$ cat config.mk
export PLATFORM = sky130hd
export DESIGN_NAME = ghost_mode_timer
export DESIGN_NICKNAME = d
export VERILOG_FILES = /design/src/rtl/ghost_pkg.sv /design/src/rtl/ghost_sec_prescaler.sv /design/src/rtl/ghost_mode_timer.sv
export SDC_FILE = /design/constraint.sdc
export NUM_CORES = 1
export LEC_CHECK = 0
export ABC_CLOCK_PERIOD_IN_PS = 2390
export BUFFER_PORTS_ARGS = -buffer_cell sky130_fd_sc_hd__buf_2
export CELL_PAD_IN_SITES_DETAIL_PLACEMENT = 1
export CELL_PAD_IN_SITES_GLOBAL_PLACEMENT = 2
export CORE_AREA = 2 2 78 80
export DETAILED_ROUTE_END_ITERATION = 8
export DIE_AREA = 0 0 80 82
export MAX_ROUTING_LAYER = met4
export PLACE_DENSITY_LB_ADDON = 0.1
export SYNTH_ARGS = -nofsm -noshare
export SYNTH_HDL_FRONTEND = slang
export SYNTH_SLANG_ARGS = --single-unit
$ cat constraint.sdc
create_clock -name clk -period 2.39 [get_ports clk]
set_clock_uncertainty 0.15 [all_clocks]
set_input_delay 0.1195 -clock clk [delete_from_list [all_inputs] [get_ports clk]]
set_output_delay 0.1195 -clock clk [all_outputs]
set_load 0.02 [all_outputs]
$ cat src/rtl/ghost_pkg.sv
// Shared ghost definitions: schedule phase encoding, default phase durations
// and the movement direction encoding used by the ghost AI blocks.
package ghost_pkg;

  typedef enum logic [2:0] {
    PH_SCATTER0      = 3'd0,
    PH_CHASE0        = 3'd1,
    PH_SCATTER1      = 3'd2,
    PH_CHASE1        = 3'd3,
    PH_SCATTER2      = 3'd4,
    PH_CHASE2        = 3'd5,
    PH_SCATTER3      = 3'd6,
    PH_CHASE_FOREVER = 3'd7
  } phase_t;

  typedef enum logic [1:0] {
    DIR_UP    = 2'd0,
    DIR_LEFT  = 2'd1,
    DIR_DOWN  = 2'd2,
    DIR_RIGHT = 2'd3
  } dir_t;

  localparam int DEF_SCATTER_LONG_S  = 7;
  localparam int DEF_SCATTER_SHORT_S = 5;
  localparam int DEF_CHASE_S         = 20;

  // Terminal chase phase has no duration; it only leaves on restart/reset.
  function automatic logic [4:0] phase_duration(input phase_t ph, input int scatter_long,
                                                input int scatter_short, input int chase);
    logic [4:0] dur;
    dur = 5'd1;
    case (ph)
      PH_SCATTER0, PH_SCATTER1:         dur = 5'(scatter_long);
      PH_SCATTER2, PH_SCATTER3:         dur = 5'(scatter_short);
      PH_CHASE0, PH_CHASE1, PH_CHASE2:  dur = 5'(chase);
      default:                          dur = 5'd1;
    endcase
    return dur;
  endfunction

endpackage

$ cat src/rtl/ghost_sec_prescaler.sv
// Divides the system clock into one-second ticks; holds its partial count
// whenever counting is paused so no fraction of a second is lost.
module ghost_sec_prescaler
  import ghost_pkg::*;
#(
  parameter int CLK_HZ = 25_000_000
) (
  input  logic clk,
  input  logic reset,
  input  logic clear,
  input  logic run,
  output logic secTick
);

  localparam int W = (CLK_HZ > 1) ? $clog2(CLK_HZ) : 1;

  logic [W-1:0] count;
  logic         at_last;

  assign at_last = (count == W'(CLK_HZ - 1));
  assign secTick = run & at_last;

  always_ff @(posedge clk) begin
    if (reset || clear) begin
      count <= '0;
    end else if (run) begin
      count <= at_last ? '0 : count + W'(1);
    end
  end

endmodule

$ cat src/rtl/ghost_mode_timer.sv
// Global scatter/chase schedule for the ghost AIs: walks the 8-phase arcade
// timetable in seconds, pausing while frozen, and pulses modeChange on each advance.
module ghost_mode_timer
  import ghost_pkg::*;
#(
  parameter int CLK_HZ          = 25_000_000,
  parameter int SCATTER_LONG_S  = DEF_SCATTER_LONG_S,
  parameter int SCATTER_SHORT_S = DEF_SCATTER_SHORT_S,
  parameter int CHASE_S         = DEF_CHASE_S
) (
  input  logic       clk,
  input  logic       reset,
  input  logic       enable,
  input  logic       freeze,
  input  logic       restart,
  output logic       isScatter,
  output logic       isChase,
  output logic [2:0] phase,
  output logic       modeChange
);

  if (SCATTER_LONG_S < 1 || SCATTER_LONG_S > 31 ||
      SCATTER_SHORT_S < 1 || SCATTER_SHORT_S > 31 ||
      CHASE_S < 1 || CHASE_S > 31) begin : g_bad_duration
    $error("ghost_mode_timer: phase durations must be within 1..31 seconds");
  end

  phase_t     state;
  phase_t     next_state;
  logic [4:0] sec_count;
  logic [4:0] dur;
  logic       run;
  logic       terminal;
  logic       sec_tick;

  assign terminal   = (state == PH_CHASE_FOREVER);
  assign run        = enable & ~freeze & ~terminal;
  assign dur        = phase_duration(state, SCATTER_LONG_S, SCATTER_SHORT_S, CHASE_S);
  assign next_state = phase_t'(state + 3'd1);
  assign phase      = state;

  ghost_sec_prescaler #(
    .CLK_HZ(CLK_HZ)
  ) u_prescaler (
    .clk    (clk),
    .reset  (reset),
    .clear  (restart | terminal),
    .run    (run),
    .secTick(sec_tick)
  );

  // Restart shares the reset path so it also beats a coincident phase advance.
  always_ff @(posedge clk) begin
    if (reset || restart) begin
      state      <= PH_SCATTER0;
      sec_count  <= 5'd0;
      isScatter  <= 1'b1;
      isChase    <= 1'b0;
      modeChange <= 1'b0;
    end else begin
      modeChange <= 1'b0;
      if (sec_tick) begin
        if (sec_count == dur - 5'd1) begin
          state      <= next_state;
          sec_count  <= 5'd0;
          isScatter  <= ~next_state[0];
          isChase    <= next_state[0];
          modeChange <= 1'b1;
        end else begin
          sec_count <= sec_count + 5'd1;
        end
      end
    end
  end

endmodule

# --- Word-level counts from Yosys, hierarchy flattened ---
# Cells that the tools add are included.
totals:
  input_bits: 5
  word_cells: 39
  ff_bits: 36
  out_inout_bits: 6
op_classes:
  n_mux: 4
  n_reduce_logical: 8
  n_bitwise: 8
  n_eq_ne: 9
  n_addsub: 4
op_table:
  columns: ["cell", "n"]
  rows:
  - ["adder 25 x 1 -> 25 bit (second input constant)", 1]
  - ["equality test 25 bit (second input constant)", 1]
  - ["two-way mux 25 bit", 1]
  - ["case mux 5 bit (3 select lines)", 1]
  - ["equality test 3 bit (second input constant)", 4]
  - ["equality test 3 x 2 -> 1 bit (second input constant)", 2]
  - ["OR reduction 2 bit", 3]
  - ["adder 5 x 1 -> 5 bit (second input constant)", 1]
  - ["equality test 5 bit", 1]
  - ["two-way mux 5 bit", 1]
  - ["subtractor 5 x 1 -> 5 bit (second input constant)", 1]
  - ["inverter 1 bit", 4]
  - ["adder 3 x 1 -> 3 bit (second input constant)", 1]
  - ["AND 1 bit", 3]
  - ["equality test 3 x 1 -> 1 bit (second input constant)", 1]
  - ["logical NOT 3 bit", 1]
  - ["OR reduction 3 bit", 1]
  - ["logical OR 1 bit", 2]
  - ["AND reduction 2 bit", 1]
  - ["two-way mux 1 bit", 1]
  - ["bitwise OR 1 bit", 1]

# --- Depth between registers and ports, before layout ---
# Gate-level depths: netlist (run 1).
logic_depth:
  ltp_word: 6
  ltp_mapped: 9
  mapped_depth_nobuf: 7

# --- Modules after synthesis ---
# Synthesis (run 1) repeated with hierarchy kept, for this count alone.
unflattened:
  cells_unflattened: 206
  area_unflattened_um2: 1823.0
modules_own_cells:
  columns: ["mod", "n_inst", "area_each_um2", "cells_per_inst", "seq_area_each_um2"]
  rows:
  - ["ghost_sec_prescaler", 1, 1177.4, 138, 500.5]
  - ["ghost_mode_timer", 1, 645.6, 68, 200.2]

# --- Worst setup path before layout (run 1) ---
# Ideal clock, no wire load.
synth_timing:
  kind: "register to register"
  from: "register state[0], in the netlist phase[0]"
  to: "register sec_count[0]"
  period_less_slack_ns: 2.541
  path_slack_ns: -0.151
  arrival_ns: 2.321
  stages_incl_launch_ff: 8
  required_ns: 2.170
  path_buffers: 0
  path_cell_list: "dfxtp_1 > inv_1 > ha_1 > or4_1 > and3_1 > o221a_2 > or3_1 > a21oi_1"
synth_via:
  elab_chain_len: 6
  elab_cells_between_ends: 18
  classes_between: "add/sub: 1; eq/ne: 8; mux: 2; bitwise: 3; reduce/logical: 4"
synth_lines:
  columns: ["item", "line_no", "source"]
  rows:
  - ["start, declared", "ghost_mode_timer.sv:28", "phase_t state;"]
  - ["start signal, assigned", "ghost_mode_timer.sv:64", "state <= next_state;"]
  - ["equality test 3 x 1 -> 1 bit (tied with other cells)", "ghost_pkg.sv:32", "case (ph)"]
  - ["OR reduction 3 bit / OR reduction 2 bit (equally long branches)", "ghost_pkg.sv:32", null]
  - ["case mux 5 bit (3 select lines)", "ghost_pkg.sv:32", null]
  - ["subtractor 5 x 1 -> 5 bit", "ghost_mode_timer.sv:63", "if (sec_count == dur - 5'd1) begin"]
  - ["equality test 5 bit", "ghost_mode_timer.sv:63", null]
  - ["two-way mux 5 bit", "ghost_mode_timer.sv:63", null]
  - ["end signal, assigned", "ghost_mode_timer.sv:70", "sec_count <= sec_count + 5'd1;"]
  - ["end, declared", "ghost_mode_timer.sv:30", "logic [4:0] sec_count;"]
# Several ways; a longest one is shown, not always the timed one.
# A chain may end at the register's enable or synchronous reset.

# --- Worst setup path after layout (run 1) ---
# Same ends and word-level chain as after synthesis.

==> impl_metrics.prom, run 1 <==
# TYPE chip_impl_metric gauge
chip_impl_info{name="run_status",value="completed"} 1
chip_impl_metric{name="synth.avg_cell_area",unit="sq um"} 8.50
chip_impl_metric{name="detail_route.drc_violations",unit=""} 0
chip_impl_metric{name="die_width",unit="microns"} 80
chip_impl_metric{name="path_max_fanout",unit=""} 4
chip_impl_metric{name="synth_nets",unit=""} 230
chip_impl_metric{name="fin_area",unit="sq um"} 2410
chip_impl_metric{name="dieArea",unit="sq um"} 6560
chip_impl_info{name="synth_area_leader_cell",value="sky130_fd_sc_hd__dfxtp_1"} 1
chip_impl_metric{name="gp_congestion",unit=""} 0.794
chip_impl_info{name="hold_path_class",value="primary input to flop"} 1
chip_impl_metric{name="effective_utilization_at_floorplan",unit=""} 0.321
chip_impl_info{name="endpoint_kind",value="flop"} 1
chip_impl_metric{name="number_of_enable_flip_flop_cells_after_synthesis",unit=""} 0
chip_impl_metric{name="final-hold-violation-count",unit=""} 0
chip_impl_metric{name="yosys_register_bits",unit=""} 35
chip_impl_info{name="cts.root.buffer_cell",value="sky130_fd_sc_hd__clkbuf_8"} 1
chip_impl_metric{name="number_of_antenna_violations_at_the_first_check_in_global_routing",unit=""} 0
chip_impl_metric{name="hold_slack",unit="ps"} 20.1
chip_impl_metric{name="worst_pin_slew",unit="ps"} 536
chip_impl_metric{name="groute.usage.overall",unit=""} 0.174
chip_impl_metric{name="clkLatencyLatePin",unit="ps"} 280
chip_impl_metric{name="power_density",unit="nW/um^2"} 430
chip_impl_metric{name="cts_made_buffers",unit=""} 5
chip_impl_metric{name="firstDrtPassIters",unit=""} 4
chip_impl_metric{name="drt_iter0_drc",unit=""} 41
chip_impl_metric{name="fillCellCount",unit=""} 697
chip_impl_metric{name="detail_route.vias_per_cell",unit=""} 5.20
chip_impl_metric{name="instances_no_fill",unit=""} 328
chip_impl_metric{name="fmax",unit="MHz"} 424
chip_impl_info{name="whs_endpoint",value="modeChange$_SDFF_PP0_"} 1
chip_impl_info{name="worst_setup_path_start_kind",value="flop"} 1
chip_impl_metric{name="dpl_cell_area",unit="sq um"} 2140
chip_impl_metric{name="synthesis.area",unit="sq um"} 1850
chip_impl_metric{name="ys_seq_area_frac",unit=""} 0.380
chip_impl_metric{name="core_area",unit="sq um"} 5750
chip_impl_info{name="r2r-start",value="phase[0]$_SDFFE_PP0P_"} 1
chip_impl_metric{name="flow.area_growth_from_synthesis",unit="%"} 30.6
chip_impl_metric{name="detailed_place_hpwl",unit="mm"} 3.88
chip_impl_metric{name="finalWorstPathRequiredPeriod",unit="ps"} 2360
chip_impl_info{name="synth-main-ff-cell",value="sky130_fd_sc_hd__dfxtp_1"} 1
chip_impl_metric{name="async_s_r_ff_share_synth",unit=""} 0
chip_impl_metric{name="timing.critical_path.arrival",unit="ps"} 2420
chip_impl_metric{name="finalCoreUtilization",unit=""} 0.420
chip_impl_metric{name="num_io_pins",unit=""} 11
chip_impl_metric{name="cts.sink_count",unit=""} 35
chip_impl_info{name="worst_setup_path_startpoint",value="phase[0]$_SDFFE_PP0P_"} 1
chip_impl_metric{name="first_global_vias",unit=""} 1759
chip_impl_info{name="worst_hold_startpoint",value="restart"} 1
chip_impl_metric{name="grt_pass1_wl",unit="mm"} 8.49
chip_impl_info{name="tritoncts",value="done"} 1
chip_impl_metric{name="post-place-cells",unit=""} 317
chip_impl_metric{name="nNetsFinal",unit=""} 265
chip_impl_metric{name="antenna-diode-count",unit=""} 0
chip_impl_metric{name="num_vias",unit=""} 1705
chip_impl_info{name="setup.worst_path.class",value="flop to flop"} 1
chip_impl_metric{name="ctsLongestPathBuffers",unit=""} 2
chip_impl_metric{name="irDropWorstVdd",unit="mV"} 0.215
chip_impl_metric{name="slew-limit-headroom",unit=""} 0.642
chip_impl_metric{name="cts.reportedPaths.clkPinSlew",unit="ps"} 80
chip_impl_metric{name="final_layout_size_suffix_gt1_frac",unit=""} 0.289
chip_impl_metric{name="cap_viol_max_count",unit=""} 0
chip_impl_metric{name="detail_route.wl_per_cell",unit="microns"} 16.0
chip_impl_metric{name="synthesis.instances",unit=""} 217
chip_impl_metric{name="reg2reg_setup_slack",unit="ps"} 30
chip_impl_metric{name="post_drt_antenna_nets",unit=""} 0
chip_impl_metric{name="setup_violations",unit=""} 0
chip_impl_metric{name="cp_data_required_time",unit="ps"} 2460
chip_impl_metric{name="total_leakage_power",unit="nW"} 0.836
chip_impl_metric{name="gr-total-overflow",unit=""} 0
chip_impl_metric{name="largest_net_degree_at_the_start_of_global_routing",unit=""} 21
chip_impl_metric{name="post-route-period-util",unit=""} 0.986
chip_impl_metric{name="row_count",unit=""} 28
chip_impl_metric{name="io_buffer_count",unit=""} 10
chip_impl_metric{name="cts-htree-levels",unit=""} 2
chip_impl_metric{name="dieHeight",unit="microns"} 82
chip_impl_metric{name="timing.reg2reg.worst_path_depth",unit=""} 7
chip_impl_info{name="ys_top_cells_by_area",value="sky130_fd_sc_hd__dfxtp_1 (38%), sky130_fd_sc_hd__xnor2_1 (7.1%), sky130_fd_sc_hd__nor2_1 (6.5%)"} 1
chip_impl_metric{name="drt_wl_total",unit="mm"} 5.24
chip_impl_metric{name="timing_max_transition_violations_final",unit=""} 0
chip_impl_metric{name="yosys_warnings",unit=""} 0
chip_impl_metric{name="worstHoldPathCells",unit=""} 3
chip_impl_info{name="rsz0062_at_grt",value="yes"} 1
chip_impl_metric{name="netlist.area_leader.share",unit=""} 0.380
chip_impl_metric{name="unique_masters_post_synth",unit=""} 46
chip_impl_info{name="critical_path.reg2reg.endpoint",value="sec_count[0]$_SDFFE_PP0P_"} 1
[layout make-up]
| class | count | area (sq um) | area share |
|---|---|---|---|
| clock buffer | 6 | 72.6 | 0.0301 |
| clock inverter | 2 | 12.5 | 0.00519 |
| inverter | 4 | 15.0 | 0.00623 |
| multi-input combinational | 171 | 1240 | 0.513 |
| sequential | 35 | 709 | 0.294 |
| tap | 75 | 93.8 | 0.0389 |
| timing repair buffer | 35 | 270 | 0.112 |
[cells in the final DEF (no fill, tap or decap), types with 4 or more instances in the layout]
cell type                  instances
sky130_fd_sc_hd__xor2_1            6
sky130_fd_sc_hd__nor2_1           32
sky130_fd_sc_hd__a21oi_1           7
sky130_fd_sc_hd__ha_1              4
sky130_fd_sc_hd__dfxtp_1          32
sky130_fd_sc_hd__nand3_1          13
sky130_fd_sc_hd__nor3_1            7
sky130_fd_sc_hd__and3_1            4
sky130_fd_sc_hd__clkbuf_8          5
sky130_fd_sc_hd__buf_6             4
sky130_fd_sc_hd__nand2_1          16
sky130_fd_sc_hd__nor4_1            4
sky130_fd_sc_hd__xnor2_1          15
sky130_fd_sc_hd__buf_2            10
sky130_fd_sc_hd__o21ai_0           5
sky130_fd_sc_hd__nand4_1           4
sky130_fd_sc_hd__buf_4            18
sky130_fd_sc_hd__a21oi_2           4
[kinds of logic after synthesis]
| family | after synthesis | share of synthesized area |
|---|---|---|
| AOI/OAI and AO/OA | 28 | 0.0976 |
| xor gates and xnor gates | 21 | 0.0997 |
| adders and majority gates | 8 | 0.0542 |
| buffers and inverters | 11 | 0.0305 |
| DFF | 35 | 0.380 |
| muxes | 2 | 0.0108 |
| and+or+nand+nor | 112 | 0.327 |
[how the worst max path moves through the flow]
stage | to | depth (start not counted)
floorplan | sec_count[0]$_SDFFE_PP0P_ | 7
global placement | isScatter$_SDFFE_PP1P_ | 7
detailed placement | isScatter$_SDFFE_PP1P_ | 7
CTS | sec_count[0]$_SDFFE_PP0P_ | 7
global route | sec_count[0]$_SDFFE_PP0P_ | 7
finish | sec_count[0]$_SDFFE_PP0P_ | 7
[worst max-delay path: stages, from the launching register on]
cell	delay (ps)
sky130_fd_sc_hd__dfxtp_4	370
sky130_fd_sc_hd__ha_4	170
sky130_fd_sc_hd__ha_4	160
sky130_fd_sc_hd__or4_4	520
sky130_fd_sc_hd__and3_4	210
sky130_fd_sc_hd__o221a_4	280
sky130_fd_sc_hd__or3_4	330
sky130_fd_sc_hd__a21oi_2	120
[through the flow]
stage / total power, mW / setup slack (ps) / setup TNS, ps
floorplan: 0.611 / 2.24 / 0
global placement: 0.623 / -46.5 / -127
detailed placement: 0.624 / -327 / -1170
CTS: 1.06 / -14.2 / -17.5
global route: 1.09 / -38.6 / -88.3
finish: 1.04 / 32.9 / 0
[flip-flops by register name (all words and copies together), names as in the netlist]
register / count
sec_count: 5
isScatter: 1
u_prescaler.count: 25
phase: 3
modeChange: 1
[power breakdown]
group          leakage, nW  switching, mW  total, mW  internal (mW)
sequential           0.284       0.000699      0.582          0.581
combinational        0.511         0.0178     0.0310         0.0132
clock               0.0412          0.221      0.425          0.204
total                0.836          0.239       1.04          0.798
[cells in the mapped netlist, drive strengths merged (5+ instances only)]
master and n:
o21ai 8, nand4 5, ha 8, nand2 16, a21oi 11, xor2 6
and3 7, buf 6, xnor2 15, dfxtp 35, nor2 32, nand3 15
or3 6, nor3 7
[layer usage]
metal | share of wire | track usage
met5 | 0 | -
met4 | 0.0069 | 0.0525
met3 | 0.018 | 0.0374
met2 | 0.50 | 0.287
met1 | 0.48 | 0.214
[what timing repair did]
item | 4_1_cts | 5_1_grt
resized for setup | 8 | 25
setup endpoints to repair | 10 | 8
endpoints found under the hold margin | 1 | 0
pin swaps | 3 | 7
hold buffers | 2 | 0
gates cloned | 0 | 0
setup buffers | 0 | 1
(Power assumes the default switching activity.)
==> inputs of run 2 (changes only) <==
CORE_AREA = 2 2 76 78   (was 2 2 78 80)
CTS_BUF_LIST = sky130_fd_sc_hd__clkbuf_4   (was not set)
DIE_AREA = 0 0 78 80   (was 0 0 80 82)
MAX_ROUTING_LAYER = not set   (was met4)
==> run 2 against run 1 <==
  * The run now ends with negative setup slack left
  * Sequential share of layout area is 0.42 points higher
  * Die area shrank 4.9%
  * Non-clock buffer count is 1 higher
  * Worst setup slack got worse by 35 ps
  * Final area is 1.8% lower
  * Wire length increased by 2.1%
  * Critical path type unchanged
  * Critical endpoint unchanged
==> impl_metrics.prom, run 2 (synthesis gave the netlist of run 1 again) <==
# TYPE chip_impl_metric gauge
chip_impl_metric{name="detail_route.drc_violations",unit=""} 0
chip_impl_metric{name="cts-htree-levels",unit=""} 2
chip_impl_info{name="worst_hold_startpoint",value="restart"} 1
chip_impl_info{name="critPathSlowestCell",value="sky130_fd_sc_hd__or4_4"} 1
chip_impl_info{name="cts.root.buffer_cell",value="sky130_fd_sc_hd__clkbuf_4"} 1
chip_impl_metric{name="reg2reg_setup_slack",unit="ps"} -2
chip_impl_metric{name="fin_area",unit="sq um"} 2370
chip_impl_metric{name="effective_utilization_at_floorplan",unit=""} 0.341
chip_impl_metric{name="num_vias",unit=""} 1700
chip_impl_metric{name="cap_viol_max_count",unit=""} 0
chip_impl_metric{name="worst_pin_slew",unit="ps"} 546
chip_impl_metric{name="timing.critical_path.arrival",unit="ps"} 2510
chip_impl_metric{name="largest_net_degree_at_the_start_of_global_routing",unit=""} 21
chip_impl_metric{name="gp_congestion",unit=""} 0.767
chip_impl_info{name="setup.worst_path.class",value="flop to flop"} 1
chip_impl_metric{name="cts_made_buffers",unit=""} 5
chip_impl_metric{name="grt_pass1_wl",unit="mm"} 8.91
chip_impl_metric{name="irDropWorstVdd",unit="mV"} 0.252
chip_impl_metric{name="drt_wl_total",unit="mm"} 5.35
chip_impl_info{name="worst_setup_path_start_kind",value="flop"} 1
chip_impl_metric{name="finalCoreUtilization",unit=""} 0.438
chip_impl_metric{name="antenna-diode-count",unit=""} 0
chip_impl_metric{name="largest_reg_flops",unit=""} 25
chip_impl_info{name="cell_repeated_most_along_the_worst_path",value="sky130_fd_sc_hd__ha_4"} 1
chip_impl_metric{name="die_width",unit="microns"} 78
chip_impl_info{name="violations",value="negative setup slack"} 1
chip_impl_metric{name="cts.reportedPaths.clkPinSlew",unit="ps"} 120
chip_impl_metric{name="post_drt_antenna_nets",unit=""} 0
chip_impl_metric{name="firstDrtPassIters",unit=""} 4
chip_impl_metric{name="hold_slack",unit="ps"} 24.3
chip_impl_info{name="worstPathCellList",value="ha_4 -> ha_4 -> or4_4 -> and3_4 -> o221a_4 -> or3_1 -> a21oi_1"} 1
chip_impl_metric{name="first_global_vias",unit=""} 1830
chip_impl_info{name="endpoint_kind",value="flop"} 1
chip_impl_metric{name="dieArea",unit="sq um"} 6240
chip_impl_metric{name="gr-total-overflow",unit=""} 0
chip_impl_metric{name="timing_max_transition_violations_final",unit=""} 0
chip_impl_info{name="r2r-start",value="phase[0]$_SDFFE_PP0P_"} 1
chip_impl_metric{name="detailed_place_hpwl",unit="mm"} 3.84
chip_impl_metric{name="post-place-cells",unit=""} 312
chip_impl_metric{name="dieHeight",unit="microns"} 80
chip_impl_metric{name="timing.reg2reg.worst_path_depth",unit=""} 7
chip_impl_info{name="whs_endpoint",value="u_prescaler.count[4]$_SDFFE_PP0P_"} 1
chip_impl_metric{name="io_buffer_count",unit=""} 10
chip_impl_metric{name="detail_route.wl_per_cell",unit="microns"} 16.4
chip_impl_metric{name="number_of_antenna_violations_at_the_first_check_in_global_routing",unit=""} 0
chip_impl_metric{name="slew-limit-headroom",unit=""} 0.635
chip_impl_info{name="hold_path_class",value="primary input to flop"} 1
chip_impl_info{name="rsz0062_at_grt",value="yes"} 1
chip_impl_metric{name="clkLatencyLatePin",unit="ps"} 340
chip_impl_metric{name="ctsLongestPathBuffers",unit=""} 2
chip_impl_metric{name="cp_data_required_time",unit="ps"} 2510
chip_impl_info{name="largest-register",value="u_prescaler.count"} 1
chip_impl_metric{name="total_leakage_power",unit="nW"} 0.836
chip_impl_metric{name="groute.usage.overall",unit=""} 0.183
chip_impl_metric{name="power_density",unit="nW/um^2"} 442
chip_impl_metric{name="finalWorstPathRequiredPeriod",unit="ps"} 2390
chip_impl_metric{name="core_area",unit="sq um"} 5410
chip_impl_metric{name="final_layout_size_suffix_gt1_frac",unit=""} 0.282
chip_impl_metric{name="dpl_cell_area",unit="sq um"} 2120
chip_impl_metric{name="final-hold-violation-count",unit=""} 0
chip_impl_metric{name="nNetsFinal",unit=""} 267
chip_impl_metric{name="cp_slowest_stage_delay",unit="ps"} 520
chip_impl_metric{name="flow.area_growth_from_synthesis",unit="%"} 28.3
chip_impl_info{name="run_status",value="finished with violations"} 1
chip_impl_metric{name="drt_iter0_drc",unit=""} 50
chip_impl_metric{name="detail_route.vias_per_cell",unit=""} 5.20
chip_impl_info{name="tritoncts",value="done"} 1
chip_impl_metric{name="post-route-period-util",unit=""} 1.00
chip_impl_metric{name="row_count",unit=""} 27
chip_impl_metric{name="path_max_fanout",unit=""} 5
chip_impl_info{name="critical_path.reg2reg.endpoint",value="sec_count[0]$_SDFFE_PP0P_"} 1
chip_impl_metric{name="fmax",unit="MHz"} 418
chip_impl_metric{name="fin_ws",unit="ps"} -2.10
chip_impl_metric{name="power.total",unit="mW"} 1.05
chip_impl_metric{name="num_io_pins",unit=""} 11
chip_impl_info{name="layout.cells.most_common_list",value="sky130_fd_sc_hd__nor2_1 (32), sky130_fd_sc_hd__dfxtp_1 (32), sky130_fd_sc_hd__buf_4 (21)"} 1
chip_impl_metric{name="instances_no_fill",unit=""} 327
chip_impl_metric{name="cts.sink_count",unit=""} 35
chip_impl_metric{name="worstHoldPathCells",unit=""} 3
chip_impl_metric{name="setup_violations",unit=""} 1
-- run 2: changes by cell type in the layout (fill, tap and decap cells not counted), moves of 2 or more --
cell,previous run,this run
sky130_fd_sc_hd__buf_4,18,21
sky130_fd_sc_hd__buf_6,4,2
sky130_fd_sc_hd__nor3_1,7,5
sky130_fd_sc_hd__clkbuf_4,0,5
sky130_fd_sc_hd__a21oi_2,4,1
sky130_fd_sc_hd__a21oi_1,7,10
sky130_fd_sc_hd__nor3_2,0,2
sky130_fd_sc_hd__clkbuf_8,5,0
-- run 2: power breakdown --
group          internal (mW)  switching, mW  total [mW]
sequential             0.583       0.000675       0.583
clock                  0.215          0.219       0.434
combinational         0.0120         0.0171      0.0291
total                  0.810          0.237        1.05
-- run 2: layout make-up --
type	count	area, sq um
fill	649	3040
multi-input combinational	172	1200
sequential	35	707
timing repair buffer	36	270
tap	72	90.1
clock inverter	3	38.8
clock buffer	5	37.5
inverter	4	20.0
-- run 2: critical path, delay by kind of cell, from the launching register on --
family	cells	cell delay, ps
adders and majority gates	2	340
AOI/OAI and AO/OA	2	430
DFF	1	380
and+or+nand+nor	3	1030
-- run 2: how the worst max path moves through the flow --
stage | depth (start not counted) | end | slack [ps] | start
after global placement | 8 | isScatter$_SDFFE_PP1P_ | -6 | phase[0]$_SDFFE_PP0P_
after CTS | 8 | sec_count[0]$_SDFFE_PP0P_ | 1 | phase[0]$_SDFFE_PP0P_
final | 7 | sec_count[0]$_SDFFE_PP0P_ | -2 | phase[0]$_SDFFE_PP0P_
after floorplan | 7 | sec_count[0]$_SDFFE_PP0P_ | 2 | phase[0]$_SDFFE_PP0P_
after detailed placement | 8 | isScatter$_SDFFE_PP1P_ | -140 | phase[0]$_SDFFE_PP0P_
after global routing | 7 | sec_count[0]$_SDFFE_PP0P_ | -30 | phase[0]$_SDFFE_PP0P_
-- run 2: routing by layer --
metal  wire [microns]  part of all wire  global-route usage  vias to the layer above
met3               87             0.016              0.0328                        6
li1                 -                 -                   -                      852
met1             2650              0.49               0.235                      829
met4               53            0.0099              0.0544                        0
met2             2560              0.48               0.313                       13
met5                0                 0                   0                        -
-- run 2: repair_timing --
item	in CTS	in global routing
hold buffers	2	0
endpoints found under the hold margin	2	0
pin swaps	6	6
gates resized for setup	15	14
buffers inserted	0	4
gates cloned	1	0
endpoints found under the setup margin	13	8
-- run 2: per-stage QoR --
stage	setup TNS (ps)	setup slack, ps
global placement	-10.0	-5.77
detailed placement	-488	-138
finish	-2.10	-2.10
floorplan	0	2.24
CTS	0	0.970
global route	-96.4	-34.6
